[src/rtl/fp_addsub_pkg.sv]
// Shared definitions for the sequential floating-point adder/subtractor:
// FSM state encoding, flag bit positions and format-derived constants.
package fp_addsub_pkg;

  typedef enum logic [2:0] {
    S_IDLE,
    S_ALIGN,
    S_ADDSUB,
    S_NORM,
    S_ROUND,
    S_DONE
  } state_t;

  localparam int FLG_INV = 3;
  localparam int FLG_OVF = 2;
  localparam int FLG_UNF = 1;
  localparam int FLG_INX = 0;

  // Exponent bias for an exp_w-bit exponent field
  function automatic longint unsigned bias_of(input int exp_w);
    return (64'd1 << (exp_w - 1)) - 64'd1;
  endfunction

  // Largest biased exponent of a finite result; anything above it overflows
  function automatic longint unsigned max_exp_of(input int exp_w);
    return (64'd1 << exp_w) - 64'd2;
  endfunction

  // Positive quiet NaN: all-ones exponent with the fraction MSB set
  function automatic longint unsigned qnan_of(input int exp_w, input int man_w);
    return (((64'd1 << exp_w) - 64'd1) << man_w) | (64'd1 << (man_w - 1));
  endfunction

endpackage

[src/rtl/fp_lzc.sv]
// Combinational leading-zero counter; an all-zero input reports WIDTH.
module fp_lzc #(
  parameter int WIDTH = 8,
  localparam int CW = $clog2(WIDTH + 1)
) (
  input  logic [WIDTH-1:0] value,
  output logic [CW-1:0]    count
);

  logic found;

  // Scan from the MSB and report how many zeros precede the first one
  always_comb begin
    count = CW'(WIDTH);
    found = 1'b0;
    for (int i = WIDTH - 1; i >= 0; i--) begin
      if (!found && value[i]) begin
        count = CW'(WIDTH - 1 - i);
        found = 1'b1;
      end
    end
  end

endmodule

[src/rtl/fp_addsub_seq.sv]
// Multi-cycle parametrised floating-point adder/subtractor with a start/ready
// handshake, round-to-nearest-even and flush-to-zero of subnormals.
// Define FP_ADDSUB_SPECIAL_EN to decode Inf/NaN operands and overflow to Inf;
// otherwise all-ones exponents are finite and overflow saturates.
module fp_addsub_seq
  import fp_addsub_pkg::*;
#(
  parameter int EXP_W = 8,
  parameter int MAN_W = 23,
  localparam int W = EXP_W + MAN_W + 1
) (
  input  logic         clk,
  input  logic         rst_n,
  input  logic         start,
  input  logic         sub,
  input  logic [W-1:0] a,
  input  logic [W-1:0] b,
  output logic [W-1:0] result,
  output logic         ready,
  output logic         busy,
  output logic [3:0]   flags
);

  localparam int SW  = MAN_W + 4;
  localparam int LZW = $clog2(SW + 1);
  localparam int XW  = EXP_W + LZW + 2;
  localparam logic [XW-1:0] MAX_EXP = XW'(max_exp_of(EXP_W));
`ifdef FP_ADDSUB_SPECIAL_EN
  localparam logic [W-1:0] QNAN = W'(qnan_of(EXP_W, MAN_W));
`endif

  state_t            state, state_next;
  logic [W-1:0]      a_r, b_r;
  logic              sign_x, sign_y, eff_sub, zero_r;
  logic [EXP_W-1:0]  exp_x;
  logic [SW-1:0]     sig_x, sig_y, norm_sig;
  logic [SW:0]       sum_r;
  logic [XW-1:0]     norm_exp;
  logic [W-1:0]      res_pend, spec_val;
  logic [3:0]        flags_pend;
  logic              spec_hit, spec_inv;

  logic              al_sign_x, al_sign_y, al_spec_hit, al_spec_inv;
  logic [EXP_W-1:0]  al_exp_x;
  logic [SW-1:0]     al_sig_x, al_sig_y, nm_sig;
  logic [W-1:0]      al_spec_val, rd_res;
  logic [LZW-1:0]    lz;
  logic [XW-1:0]     nm_exp;
  logic [3:0]        rd_flags;

  // Next-state sequencing: a fixed walk through the pipeline stages
  always_comb begin
    state_next = state;
    case (state)
      S_IDLE:   if (start) state_next = S_ALIGN;
      S_ALIGN:  state_next = S_ADDSUB;
      S_ADDSUB: state_next = S_NORM;
      S_NORM:   state_next = S_ROUND;
      S_ROUND:  state_next = S_DONE;
      default:  state_next = S_IDLE;
    endcase
  end

  // Order operands by magnitude and align the smaller one with sticky collection
  always_comb begin
    logic [W-2:0]     mag_a, mag_b, mag_x, mag_y;
    logic [SW-1:0]    y_full;
    logic [EXP_W-1:0] d;
    logic             lost;
    int               d_i;
`ifdef FP_ADDSUB_SPECIAL_EN
    logic             a_nan, b_nan, a_inf, b_inf;
`endif
    mag_a = (a_r[W-2:MAN_W] == '0) ? '0 : a_r[W-2:0];
    mag_b = (b_r[W-2:MAN_W] == '0) ? '0 : b_r[W-2:0];
    if (mag_a >= mag_b) begin
      mag_x = mag_a;  mag_y = mag_b;
      al_sign_x = a_r[W-1];  al_sign_y = b_r[W-1];
    end else begin
      mag_x = mag_b;  mag_y = mag_a;
      al_sign_x = b_r[W-1];  al_sign_y = a_r[W-1];
    end
    al_exp_x = mag_x[W-2:MAN_W];
    al_sig_x = {mag_x[W-2:MAN_W] != '0, mag_x[MAN_W-1:0], 3'b000};
    y_full   = {mag_y[W-2:MAN_W] != '0, mag_y[MAN_W-1:0], 3'b000};
    d        = mag_x[W-2:MAN_W] - mag_y[W-2:MAN_W];
    d_i      = int'(d);
    lost     = 1'b0;
    for (int i = 0; i < SW; i++) begin
      if (i < d_i) lost = lost | y_full[i];
    end
    if (d_i >= SW - 1) al_sig_y = {{(SW-1){1'b0}}, |y_full};
    else               al_sig_y = (y_full >> d_i) | {{(SW-1){1'b0}}, lost};
    al_spec_hit = 1'b0;
    al_spec_inv = 1'b0;
    al_spec_val = '0;
`ifdef FP_ADDSUB_SPECIAL_EN
    a_nan = (&a_r[W-2:MAN_W]) && (a_r[MAN_W-1:0] != '0);
    b_nan = (&b_r[W-2:MAN_W]) && (b_r[MAN_W-1:0] != '0);
    a_inf = (&a_r[W-2:MAN_W]) && (a_r[MAN_W-1:0] == '0);
    b_inf = (&b_r[W-2:MAN_W]) && (b_r[MAN_W-1:0] == '0);
    if (a_nan || b_nan || (a_inf && b_inf && (a_r[W-1] != b_r[W-1]))) begin
      al_spec_hit = 1'b1;
      al_spec_inv = 1'b1;
      al_spec_val = QNAN;
    end else if (a_inf) begin
      al_spec_hit = 1'b1;
      al_spec_val = a_r;
    end else if (b_inf) begin
      al_spec_hit = 1'b1;
      al_spec_val = b_r;
    end
`endif
  end

  fp_lzc #(.WIDTH(SW)) u_lzc (
    .value(sum_r[SW-1:0]),
    .count(lz)
  );

  // Normalise: absorb a carry-out or remove leading zeros after cancellation
  always_comb begin
    if (sum_r[SW]) begin
      nm_sig = sum_r[SW:1] | {{(SW-1){1'b0}}, sum_r[0]};
      nm_exp = {{(XW-EXP_W){1'b0}}, exp_x} + XW'(1);
    end else begin
      nm_sig = sum_r[SW-1:0] << lz;
      nm_exp = {{(XW-EXP_W){1'b0}}, exp_x} - XW'(lz);
    end
  end

  // Round to nearest even, then resolve zero, underflow, overflow and specials
  always_comb begin
    logic [MAN_W:0]   mant;
    logic [MAN_W+1:0] mant_inc;
    logic             g, r, s, up;
    logic [XW-1:0]    e;
    mant     = norm_sig[SW-1:3];
    g        = norm_sig[2];
    r        = norm_sig[1];
    s        = norm_sig[0];
    up       = g & (r | s | mant[0]);
    mant_inc = {1'b0, mant} + {{(MAN_W+1){1'b0}}, up};
    e        = norm_exp + XW'(mant_inc[MAN_W+1]);
    rd_res   = {sign_x, e[EXP_W-1:0],
                mant_inc[MAN_W+1] ? {MAN_W{1'b0}} : mant_inc[MAN_W-1:0]};
    rd_flags = 4'b0000;
    rd_flags[FLG_INX] = g | r | s;
    if (zero_r) begin
      rd_res   = {sign_x & sign_y, {(W-1){1'b0}}};
      rd_flags = 4'b0000;
    end else if (e[XW-1] || e == '0) begin
      rd_res = {sign_x, {(W-1){1'b0}}};
      rd_flags[FLG_UNF] = 1'b1;
    end else if (e > MAX_EXP) begin
`ifdef FP_ADDSUB_SPECIAL_EN
      rd_res = {sign_x, {EXP_W{1'b1}}, {MAN_W{1'b0}}};
      rd_flags[FLG_OVF] = 1'b1;
      rd_flags[FLG_INX] = 1'b1;
`else
      rd_res = {sign_x, {(EXP_W-1){1'b1}}, 1'b0, {MAN_W{1'b1}}};
      rd_flags[FLG_OVF] = 1'b1;
`endif
    end
    if (spec_hit) begin
      rd_res   = spec_val;
      rd_flags = 4'b0000;
      rd_flags[FLG_INV] = spec_inv;
    end
  end

  // State register and per-stage datapath registers
  always_ff @(posedge clk or negedge rst_n) begin
    if (!rst_n) begin
      state <= S_IDLE;
      a_r <= '0;  b_r <= '0;
      sign_x <= 1'b0;  sign_y <= 1'b0;  eff_sub <= 1'b0;  zero_r <= 1'b0;
      exp_x <= '0;  sig_x <= '0;  sig_y <= '0;  sum_r <= '0;
      norm_sig <= '0;  norm_exp <= '0;
      res_pend <= '0;  flags_pend <= '0;
      spec_hit <= 1'b0;  spec_inv <= 1'b0;  spec_val <= '0;
    end else begin
      state <= state_next;
      case (state)
        S_IDLE: if (start) begin
          a_r <= a;
          b_r <= {b[W-1] ^ sub, b[W-2:0]};
        end
        S_ALIGN: begin
          sign_x <= al_sign_x;  sign_y <= al_sign_y;
          eff_sub <= al_sign_x ^ al_sign_y;
          exp_x <= al_exp_x;  sig_x <= al_sig_x;  sig_y <= al_sig_y;
          spec_hit <= al_spec_hit;  spec_inv <= al_spec_inv;  spec_val <= al_spec_val;
        end
        S_ADDSUB: sum_r <= eff_sub ? ({1'b0, sig_x} - {1'b0, sig_y})
                                   : ({1'b0, sig_x} + {1'b0, sig_y});
        S_NORM: begin
          norm_sig <= nm_sig;
          norm_exp <= nm_exp;
          zero_r   <= (sum_r == '0);
        end
        S_ROUND: begin
          res_pend   <= rd_res;
          flags_pend <= rd_flags;
        end
        default: ;
      endcase
    end
  end

  // Handshake outputs; result and flags only change when an operation completes
  always_ff @(posedge clk or negedge rst_n) begin
    if (!rst_n) begin
      result <= '0;
      flags  <= '0;
      ready  <= 1'b0;
      busy   <= 1'b0;
    end else begin
      ready <= (state == S_DONE);
      busy  <= (state_next != S_IDLE) || (state == S_DONE);
      if (state == S_DONE) begin
        result <= res_pend;
        flags  <= flags_pend;
      end
    end
  end

endmodule

[config.mk]
export PLATFORM = sky130hd
export DESIGN_NAME = fp_addsub_seq
export DESIGN_NICKNAME = d
export VERILOG_FILES = /design/src/rtl/fp_addsub_pkg.sv /design/src/rtl/fp_lzc.sv /design/src/rtl/fp_addsub_seq.sv
export SDC_FILE = /design/constraint.sdc
export NUM_CORES = 1
export LEC_CHECK = 0
export CAP_MARGIN = 25
export CORE_UTILIZATION = 60
export DETAILED_ROUTE_END_ITERATION = 8
export PLACE_DENSITY = 0.85
export SETUP_SLACK_MARGIN = 0.15
export SYNTH_ARGS = -nofsm -noshare
export SYNTH_HDL_FRONTEND = slang
export SYNTH_HIERARCHICAL = 1
export SYNTH_SLANG_ARGS = --single-unit
[constraint.sdc]
create_clock -name clk -period 7.02 [get_ports clk]
set_input_delay 1.053 -clock clk [delete_from_list [all_inputs] [get_ports clk]]
set_output_delay 1.053 -clock clk [all_outputs]
set_load 0.05 [all_outputs]
Yosys cells after proc, flatten, opt, wreduce, memory -nomap -nowiden
Cells that the tools add are included.

word-level totals
  flip-flop bits (word level) = 272
  bits of input ports = 68
  output and inout bits = 38
  word-level logic and storage cells = 255

operators by class
  $add $sub $neg = 7
  magnitude comparators = 27
  eq/ne operators = 5
  shifts and indexed selects = 2
  muxes and demuxes = 98
  bitwise gates (word level) = 33
  reductions and logical operators = 64

operators by type and width
  kind                                                                         count
  31-bit 2-to-1 mux                                                            6
  5-bit 2-to-1 mux                                                             27
  5-bit by 8-bit less-than comparator with 1-bit output, first input constant  11
  4-bit by 8-bit less-than comparator with 1-bit output, first input constant  8
  1-bit 2-to-1 mux                                                             56
  27-bit 2-to-1 mux                                                            2
  27-bit by 1-bit bitwise OR with 27-bit output                                2
  3-bit by 8-bit less-than comparator with 1-bit output, first input constant  4
  32-bit 2-to-1 mux                                                            1
  31-bit greater-or-equal comparator                                           1
  27-bit by 27-bit adder with 28-bit output                                    1
  28-bit logical NOT                                                           1
  28-bit 2-to-1 mux                                                            1
  27-bit by 27-bit subtractor with 28-bit output                               1
  1-bit bitwise OR                                                             27
  27-bit by 5-bit left shift with 27-bit output                                1
  27-bit by 8-bit >> shifter with 27-bit output                                1
  1-bit logical AND                                                            26
  1-bit logical NOT                                                            26
  24-bit by 1-bit adder with 25-bit output                                     1
  24-bit OR reduction                                                          1
  23-bit 2-to-1 mux                                                            1
  8-bit logical NOT                                                            2
  8-bit nonzero test                                                           2
  21 further kinds                                                             26

Longest topological paths before layout
Gate-level depths: netlist of run 1.

  depth after elaboration = 81
  gate-level depth with buffers = 26
  mapped depth without buffers = 24

By module
The synthesis of run 1 kept the hierarchy.

by module, submodules not included
  module         instances  cells an instance  area each (um^2)  seq. area each (um^2)
  fp_addsub_seq  1          2117               18360.1           6681.4
  fp_lzc         1          51                 287.8             0.0

Worst setup path before layout of run 1
Ideal clock, no wire load.

  kind = register to register
  start point = register a_r[24]
  end point = register sig_y[9]
  setup time = 0.139 ns
  arrival = 5.185 ns
  required time = 6.881 ns
  setup slack = 1.696 ns
  cell stages (with the launch flop) = 24
  buffers on the path = 7
  period minus slack after synthesis = 5.324 ns
  path through = dfrtp_1 > nor4_1 > nand2_1 > clkbuf_1 > and2_1 > ha_1 > a21oi_1 > o21ai_1 > a2111o_1 > o21a_1 > buf_6 > nor2_8 > buf_6 > buf_6 > clkbuf_1 > a21oi_1 > ha_1 > clkbuf_1 > clkbuf_1 > mux4_2 > mux2i_1 > nor2_1 > o211ai_1 > o221ai_1

on the way
  cells in the longest elaborated chain, start to end = 8
  elaborated cells between the ends (all ways) = 11
  those cells by class = add/sub (1); order compare (2); shift (1); mux (4); bitwise (1); reduce/logical (2)

RTL lines
  element                                                        RTL line                                  text
  from (decl)                                                    fp_addsub_seq.sv:33                       logic [W-1:0] a_r, b_r;
  from (signal assigned)                                         fp_addsub_seq.sv:176                      a_r <= '0; b_r <= '0;
  from (signal assigned)                                         fp_addsub_seq.sv:186                      a_r <= a;
  8-bit logical NOT                                              fp_addsub_seq.sv:74                       mag_a = (a_r[W-2:MAN_W] == '0) ? '0 : a_r[W-2:0];
  31-bit 2-to-1 mux *                                            fp_addsub_seq.sv:74
  31-bit greater-or-equal comparator                             fp_addsub_seq.sv:76                       if (mag_a >= mag_b) begin
  31-bit 2-to-1 mux                                              fp_addsub_seq.sv:76
  8-bit subtractor / 8-bit nonzero test (equally long branches)  fp_addsub_seq.sv:86, fp_addsub_seq.sv:85
  27-bit by 8-bit >> shifter with 27-bit output                  fp_addsub_seq.sv:93                       else al_sig_y = (y_full >> d_i) | {{(SW-1){1'b0}}, lost};
  27-bit by 1-bit bitwise OR with 27-bit output                  fp_addsub_seq.sv:93
  27-bit 2-to-1 mux *                                            fp_addsub_seq.sv:92                       if (d_i >= SW - 1) al_sig_y = {{(SW-1){1'b0}}, |y_full};
  to (signal assigned)                                           fp_addsub_seq.sv:192                      exp_x <= al_exp_x; sig_x <= al_sig_x; sig_y <= al_sig_y;
  to (decl)                                                      fp_addsub_seq.sv:36                       logic [SW-1:0] sig_x, sig_y, norm_sig;

Every way passes the cells marked *; elsewhere a longest branch is shown, timed or not.
A chain may end at the register's enable or synchronous reset.

Worst setup path after layout of run 1
  start point = register a_r[24]
  end point = register sig_y[7]

The elaborated chain is that of the path after synthesis.

==> results of run 1 <==
[worst max-delay path by stage]
stage / from / to / slack [ns] / cells past startpoint
after detailed placement: b_r[30]$_DFFE_PN0P_ / sig_y[0]$_DFFE_PN0P_ / 1.25 / 19
after floorplan: a_r[24]$_DFFE_PN0P_ / sig_y[9]$_DFFE_PN0P_ / 1.70 / 23
after CTS: b_r[30]$_DFFE_PN0P_ / sig_y[0]$_DFFE_PN0P_ / 1.19 / 19
final: a_r[24]$_DFFE_PN0P_ / sig_y[7]$_DFFE_PN0P_ / 1.46 / 16
after global placement: b_r[30]$_DFFE_PN0P_ / sig_y[0]$_DFFE_PN0P_ / 1.35 / 20
after global routing: a_r[24]$_DFFE_PN0P_ / sig_y[0]$_DFFE_PN0P_ / 1.12 / 21
[worst register-to-register path: stages, from the launching register on]
cell and delay, ns:
dfrtp_1 0.49, nor4_1 0.31, nand2_1 0.09, buf_4 0.24
and2_1 0.25, ha_1 0.33, a21oi_1 0.16, o21ai_0 0.17
a2111oi_4 0.40, o21a_1 0.51, nand2_2 0.59, mux2i_1 0.59
mux2i_1 0.19, mux2_2 0.32, a211oi_1 0.48, a21oi_1 0.15
o221ai_1 0.19
[registers in the layout (all words and copies together), names as in the netlist]
register and flops:
norm_exp 10, norm_sig 27, sign_x 1, exp_x 8, sign_y 1, sum_r 28, busy 1, sig_y 27
flags 3, eff_sub 1, result 32, state 3, zero_r 1, sig_x 24, ready 1, b_r 32
res_pend 32, flags_pend 3, a_r 32
[stage by stage]
stage               setup WS, ns  utilization (%)
global placement            1.35             64.9
global route                1.12             68.2
detailed placement          1.25             64.9
finish                      1.46             68.2
floorplan                   1.70                -
CTS                         1.19             68.1
[metal layers]
metal	GRT usage [%]	wire [µm]
met1	40.6	20900
met2	57.1	25100
met3	3.64	2880
met4	14.4	2340
met5	0	0
[cell families after synthesis]
| family | count (synthesis) |
|---|---|
| AND/OR/NAND/NOR | 770 |
| AO/OA/AOI/OAI | 570 |
| flip-flops | 267 |
| buffers and inverters | 243 |
| multiplexers | 155 |
| adder cells (fa/ha/maj) | 93 |
| XOR/XNOR | 69 |
| other | 1 |
[cells in the final DEF, fill, tap and decap left out, drive strengths merged, types with 19 or more instances in the layout]
master         synthesis  final
mux2i                 58     58
nand3                 39     39
xor2                  29     29
nor3                  39     39
mux4                  23     23
a221o                 23     23
buf                   28     32
xnor2                 40     40
nand2                382    382
o21ai                175    175
a31oi                 25     25
nand4                 21     21
mux2                  74     74
o22ai                 23     23
clkdlybuf4s50          0    103
clkbuf               115     47
a21oi                127    127
nor2                 164    164
a211oi                33     33
inv                   97     98
nor4                  25     25
ha                    90     90
and2                  19     19
dfrtp                267    267
o31ai                 26     26
[layout make-up]
| cell class | instances | area, µm² | share of cell area (%) |
|---|---|---|---|
| multi-input cells | 1658 | 11000 | 52.8 |
| flip-flops and latches | 267 | 6680 | 32.0 |
| repair buffers | 135 | 1300 | 6.22 |
| clock buffers | 47 | 895 | 4.29 |
| well taps | 396 | 495 | 2.37 |
| inverters | 100 | 375 | 1.80 |
| clock inverters | 6 | 109 | 0.522 |
==> impl_metrics.json, run 1 <==
{
  "status": "finished clean",
  "yosysTopAreaCellShare_pct": 35.8,
  "final_nets": 2352,
  "hold_buffers": 0,
  "final_cell_area_um2": 20900,
  "grt_pass1_vias": 15600,
  "hold_end": "res_pend[25]$_DFFE_PN0N_",
  "vias": 16500,
  "reg2reg_from": "a_r[24]$_DFFE_PN0P_",
  "fin_crit_ns": 5.56,
  "cts_tree": "done",
  "min_period_over_period_pct": 79.3,
  "path_cells": "nor4_1, nand2_1, buf_4, and2_1, ha_1, a21oi_1, o21ai_0, a2111oi_4, o21a_1, nand2_2, mux2i_1, mux2i_1, mux2_2, a211oi_1, a21oi_1, o221ai_1",
  "antenna_found_initial": 0,
  "hold_ws_ns": 0.471,
  "synth.area.top_cells": "dfrtp_1 (36%), nand2_1 (7.6%), ha_1 (6.0%)",
  "drc": 0,
  "synthTopCellsByCount": "nand2_1 (380), dfrtp_1 (267), o21ai_0 (168), nor2_1 (162), a21oi_1 (127)",
  "placed_area_um2": 19800,
  "slowest_delay_ns": 0.59,
  "dpl.hpwl_um": 37800,
  "clk_latency_ns": 0.58,
  "fill_cells": 2503,
  "wirelength_um": 51200,
  "instances_no_fill": 2609,
  "cp_top_family": "compound AO/OA/AOI/OAI gates",
  "min_from": "res_pend[25]$_DFFE_PN0N_",
  "yosysMostFrequentCell": "nand2_1",
  "drt-initial-drc-count": 1432,
  "clock-sinks": 267,
  "netlist_instances": 2168,
  "setup_viol": 0,
  "reg2reg_depth": 16,
  "gp_congestion": 1.01,
  "ys_seq_area_share_pct": 35.8,
  "worstSetupPathType": "reg -> reg",
  "diodes": 0,
  "grt_max_degree": 128,
  "synth_simple_gate_area_share_pct": 18.8,
  "rsz0062_at_grt": "no",
  "final_antenna_net_count": 0,
  "synth_nets": 2328,
  "synth_compound_area_share_pct": 20.0,
  "fin_skew_ns": 0.00967,
  "maxCapViolations": 0,
  "root_buffer": "clkbuf_16",
  "syn_to_final_growth_pct": 11.9,
  "post_drt_wl_per_cell_um": 19.6,
  "ys_seq_elements": 267,
  "synth-xor-area-share_pct": 3.42,
  "holdCritPathClass": "reg -> reg",
  "io_pins": 106,
  "post_cts_buffers": 0,
  "die_w_um": 178,
  "cp_max_fo": 39,
  "dpl.cell_count": 2555,
  "post_cts_resized": 0,
  "reg2reg_to": "sig_y[7]$_DFFE_PN0P_",
  "crit_path_start_kind": "flip-flop",
  "async_flop_share_pct": 100,
  "rrSetupSlack_ns": 1.46,
  "cts_htree_levels": 1,
  "die_h_um": 178,
  "path_buf_inv": 1,
  "avgSynthCellArea_um2": 8.60,
  "numCtsBuffers": 30,
  "synth-adder-area-share_pct": 6.31,
  "syn_area_um2": 18600,
  "grt_use_total_pct": 32.7,
  "synth_mux_area_share_pct": 10.4,
  "max_slew_margin_pct": 23.0,
  "ys.flop_type": "dfrtp_1",
  "end_kind": "flip-flop",
  "grt_pass1_wl_um": 82100,
  "initial_core_util_pct": 61.0,
  "drive_above_1_share_pct": 9.85,
  "yosysWarnings": 6,
  "arrival_ns": 6.04,
  "core_area_um2": 30600,
  "cts_max_path_buffers": 3,
  "synth_area_leader_cell": "dfrtp_1",
  "tightest_slew_ns": 1.14,
  "required_ns": 7.50,
  "max_freq_ghz": 0.180,
  "core.rowCount": 64,
  "grt_overflow": 0,
  "first_pass_iters": 8,
  "portBuffers": 104,
  "final_hold_viol_count": 0,
  "die_area_um2": 31800,
  "synth.distinct_cells": 98,
  "cp_slowest_cell": "nand2_2",
  "whs_path_depth": 2,
  "fin_setup_tns_ns": 0,
  "clkTransAtPathRegs_ns": 0.06,
  "viasPerCell": 6.31,
  "synth_top_family_by_area": "compound AO/OA/AOI/OAI gates",
  "synth_edf_count": 0,
  "maxSlewViolCount": 0
}
Power of run 1 is not shown: default switching activity piles up to over one toggle a cycle in this logic, so the estimate is an artifact.
==> run 2, diff against run 1 <==
- clock period: 7.02 -> 5.53 ns (I/O delays scaled with it)
==> impl_metrics.json, run 2 (same netlist as run 1, synthesis figures left out) <==
{
  "status": "finished clean",
  "rrSetupSlack_ns": 0.45,
  "portBuffers": 104,
  "first_pass_iters": 5,
  "core_area_um2": 30600,
  "maxCapViolations": 0,
  "most-common-layout-cells": "nand2_1 (378), dfrtp_1 (267), o21ai_0 (168)",
  "final_antenna_net_count": 0,
  "rsz0062_at_grt": "no",
  "cpMostUsedCell": "a21oi_1",
  "min_period_over_period_pct": 91.8,
  "slowest_delay_ns": 0.47,
  "final_common_cell": "nand2_1",
  "arrival_ns": 5.54,
  "drt-initial-drc-count": 1438,
  "fin_setup_tns_ns": 0,
  "grt_pass1_vias": 16300,
  "cts_tree": "done",
  "cp_slowest_cell": "a2111o_1",
  "holdCritPathClass": "in -> async",
  "end_kind": "flip-flop",
  "die_w_um": 178,
  "final_hold_viol_count": 0,
  "max_freq_ghz": 0.197,
  "tightest_slew_ns": 0.902,
  "clock-sinks": 267,
  "maxSlewViolCount": 0,
  "drc": 0,
  "clk_latency_ns": 0.57,
  "grt_overflow": 0,
  "diodes": 0,
  "fin_crit_ns": 5.08,
  "cts_max_path_buffers": 3,
  "root_buffer": "clkbuf_16",
  "post_drt_wl_per_cell_um": 19.6,
  "crit_path_start_kind": "flip-flop",
  "grt_max_degree": 118,
  "setup_viol": 0,
  "fin_skew_ns": 0.0143,
  "grt_pass1_wl_um": 84400,
  "clkTransAtPathRegs_ns": 0.07,
  "core.rowCount": 64,
  "cts_htree_levels": 1,
  "antenna_found_initial": 0,
  "viasPerCell": 6.36,
  "vias": 16700,
  "syn_to_final_growth_pct": 12.8,
  "dpl.hpwl_um": 37900,
  "die_area_um2": 31800,
  "io_pins": 106,
  "reg2reg_depth": 21,
  "required_ns": 6.00,
  "drive_above_1_share_pct": 11.1,
  "wirelength_um": 51500,
  "max_slew_margin_pct": 39.5,
  "initial_core_util_pct": 61.0,
  "cp-startpoint": "a_r[23]$_DFFE_PN0P_",
  "reg2reg_from": "a_r[23]$_DFFE_PN0P_",
  "hold_buffers": 0,
  "path_cells": "nor4_2, nand2_1, buf_4, and2_1, ha_1, a21oi_1, o21ai_1, a2111o_1, o21a_1, nor2_8, nor2_1, a21oi_1, ha_1, buf_4, nor2_1, a22oi_1, o221ai_1, a21oi_1, a221oi_2, o2111ai_1, o21a_1",
  "cp_max_fo": 27,
  "gp_congestion": 0.984,
  "die_h_um": 178,
  "grt_use_total_pct": 33.2,
  "numCtsBuffers": 29,
  "final_nets": 2362,
  "fill_cells": 2420,
  "worstSetupPathType": "reg -> reg"
}
run 2: what timing repair did:
action | CTS | global route
buffers inserted | 0 | 1
hold endpoints to repair | 0 | 0
gates resized for setup | 0 | 18
setup endpoints to repair | 0 | 49
run 2: per-layer routing:
layer / vias to the layer above / track usage [%] / wire (µm)
li1: 7824 / - / -
met1: 8041 / 41.0 / 20900
met2: 650 / 57.5 / 25000
met3: 153 / 3.69 / 2800
met4: 0 / 16.5 / 2740
met5: - / 0 / 0
run 2: worst paths after layout:
check / to
max: sig_y[0]$_DFFE_PN0P_
min: norm_exp[8]$_DFFE_PN0N_
max reg2reg: sig_y[0]$_DFFE_PN0P_
min reg2reg: res_pend[25]$_DFFE_PN0N_
max in group asynchronous: result[8]$_DFFE_PN0P_
min in group clk: res_pend[25]$_DFFE_PN0N_
run 2: worst max-delay path: cells and delay by family (launching register included):
kind,cells,cell delay (ns)
simple gates,6,1.11
compound gates,11,2.30
flops,1,0.44
fa+ha+maj,2,0.63
buf+inv,2,0.48
run 2: final cells by class:
| cell class | instances | area [µm²] | share of cell area (%) |
|---|---|---|---|
| Clock buffer | 41 | 831 | 3.95 |
| Sequential cell | 267 | 6680 | 31.8 |
| Timing Repair Buffer | 146 | 1370 | 6.53 |
| Inverter | 100 | 375 | 1.78 |
| Multi-Input combinational cell | 1658 | 11100 | 52.8 |
| Tap cell | 396 | 495 | 2.36 |
| Clock inverter | 13 | 169 | 0.803 |
run 2: through the flow:
| step | instance area, µm² | util (%) | std cells | hold slack, ns | setup WS (ns) |
|---|---|---|---|---|---|
| 2_1_floorplan | 18600 | - | 2168 | 0.439 | 0.206 |
| 5_1_grt | 21000 | 68.8 | 2621 | 0.402 | 0.191 |
| 4_1_cts | 20900 | 68.4 | 2620 | 0.368 | 0.365 |
| 3_3_place_gp | 19900 | 65.2 | 2566 | 0.451 | 0.634 |
| 3_5_place_dp | 19900 | 65.2 | 2566 | 0.455 | 0.483 |
| 6_report | 21000 | 68.8 | 2621 | 0.320 | 0.453 |
Power of run 2 is left out for the same reason.
==> run 3, diff against run 2 <==
- SLEW_MARGIN: default -> 20
==> impl_metrics.json, run 3 (same netlist as run 1, synthesis figures left out) <==
{
  "status": "finished clean",
  "end_kind": "flip-flop",
  "reg2reg_to": "sig_y[0]$_DFFE_PN0P_",
  "gp_congestion": 0.984,
  "rrSetupSlack_ns": 0.46,
  "clk_latency_ns": 0.57,
  "crit_path_start_kind": "flip-flop",
  "cpMostUsedCell": "a21oi_1",
  "most-common-layout-cells": "nand2_1 (378), dfrtp_1 (267), o21ai_0 (168)",
  "max_slew_margin_pct": 39.7,
  "root_buffer": "clkbuf_16",
  "arrival_ns": 5.53,
  "cp_top_family": "compound AO/OA/AOI/OAI gates",
  "die_h_um": 178,
  "maxSlewViolCount": 0,
  "reg2reg_from": "a_r[23]$_DFFE_PN0P_",
  "viasPerCell": 6.35,
  "cts_max_path_buffers": 3,
  "endpoint": "sig_y[0]$_DFFE_PN0P_",
  "grt_max_degree": 118,
  "reg2reg_depth": 21,
  "max_freq_ghz": 0.197,
  "tightest_slew_ns": 0.905,
  "wirelength_um": 51600,
  "maxCapViolations": 0,
  "post_drt_wl_per_cell_um": 19.7,
  "vias": 16700,
  "grt_use_total_pct": 33.2,
  "cp-startpoint": "a_r[23]$_DFFE_PN0P_",
  "path_cells": "nor4_2, nand2_1, buf_4, and2_1, ha_1, a21oi_1, o21ai_1, a2111o_1, o21a_1, nor2_8, nor2_1, a21oi_1, ha_1, buf_4, nor2_1, a22oi_1, o221ai_1, a21oi_1, a221oi_2, o2111ai_1, o21a_1",
  "grt_pass1_wl_um": 84400,
  "drive_above_1_share_pct": 11.1,
  "fin_skew_ns": 0.0160,
  "core.rowCount": 64,
  "portBuffers": 104,
  "slowest_delay_ns": 0.47,
  "final_hold_viol_count": 0,
  "final_antenna_net_count": 0,
  "numCtsBuffers": 29,
  "cp_slowest_cell": "a2111o_1",
  "grt_pass1_vias": 16300,
  "clock-sinks": 267,
  "die_w_um": 178,
  "antenna_found_initial": 0,
  "dpl.hpwl_um": 37900,
  "required_ns": 5.99,
  "die_area_um2": 31800,
  "cts_tree": "done",
  "path_buf_inv": 2,
  "drt-initial-drc-count": 1543,
  "crit_cells": 21,
  "io_pins": 106,
  "cts_htree_levels": 1,
  "hold_buffers": 0,
  "initial_core_util_pct": 61.0,
  "worstSetupPathType": "reg -> reg",
  "syn_to_final_growth_pct": 13.0,
  "final_nets": 2363,
  "fin_setup_tns_ns": 0,
  "cp_max_fo": 27,
  "final_common_cell": "nand2_1",
  "min_period_over_period_pct": 91.7,
  "fin_crit_ns": 5.07,
  "rsz0062_at_grt": "no",
  "first_pass_iters": 7,
  "holdCritPathClass": "in -> async",
  "setup_viol": 0,
  "core_area_um2": 30600,
  "drc": 0,
  "clkTransAtPathRegs_ns": 0.06,
  "diodes": 0,
  "grt_overflow": 0
}
run 3: how the worst min path moves through the flow:
stage	startpoint	endpoint	slack, ns	cells after the start
after floorplan	flags_pend[0]$_DFFE_PN0N_	flags[0]$_DFFE_PN0P_	0.44	2
after global placement	res_pend[25]$_DFFE_PN0N_	result[25]$_DFFE_PN0P_	0.45	2
after detailed placement	res_pend[25]$_DFFE_PN0N_	res_pend[25]$_DFFE_PN0N_	0.46	2
after CTS	rst_n	res_pend[26]$_DFFE_PN0N_	0.37	1
after global routing	rst_n	result[24]$_DFFE_PN0P_	0.39	1
final	rst_n	result[24]$_DFFE_PN0P_	0.32	1
run 3: metrics by stage:
step                utilization, %  instances  cell area, µm²  setup slack [ns]  hold slack [ns]
finish                        68.9       2622           21100             0.457            0.324
global route                  68.9       2622           21100             0.191            0.394
CTS                           68.4       2620           20900             0.365            0.368
detailed placement            65.2       2566           19900             0.483            0.455
global placement              65.2       2566           19900             0.634            0.451
floorplan                        -       2168           18600             0.206            0.439
run 3: per-layer routing:
metal	GRT usage, %	part of all wire (%)	vias to the layer above
met5	0	0	-
met4	16.5	5.3	0
met3	3.69	5.7	147
met2	57.5	49	677
met1	41.0	40	8005
li1	-	-	7825
run 3: cell type report:
type	instances	area, µm²
clock buffers	41	831
clock inverters	13	169
fillers	2417	9530
inverters	100	375
multi-input cells	1658	11100
flip-flops and latches	267	6680
well taps	396	495
repair buffers	147	1400
run 3: timing repair:
item	CTS	global route
setup buffers	0	1
endpoints found under the setup margin	0	49
resized for setup	0	18
Power of run 3 is left out for the same reason.
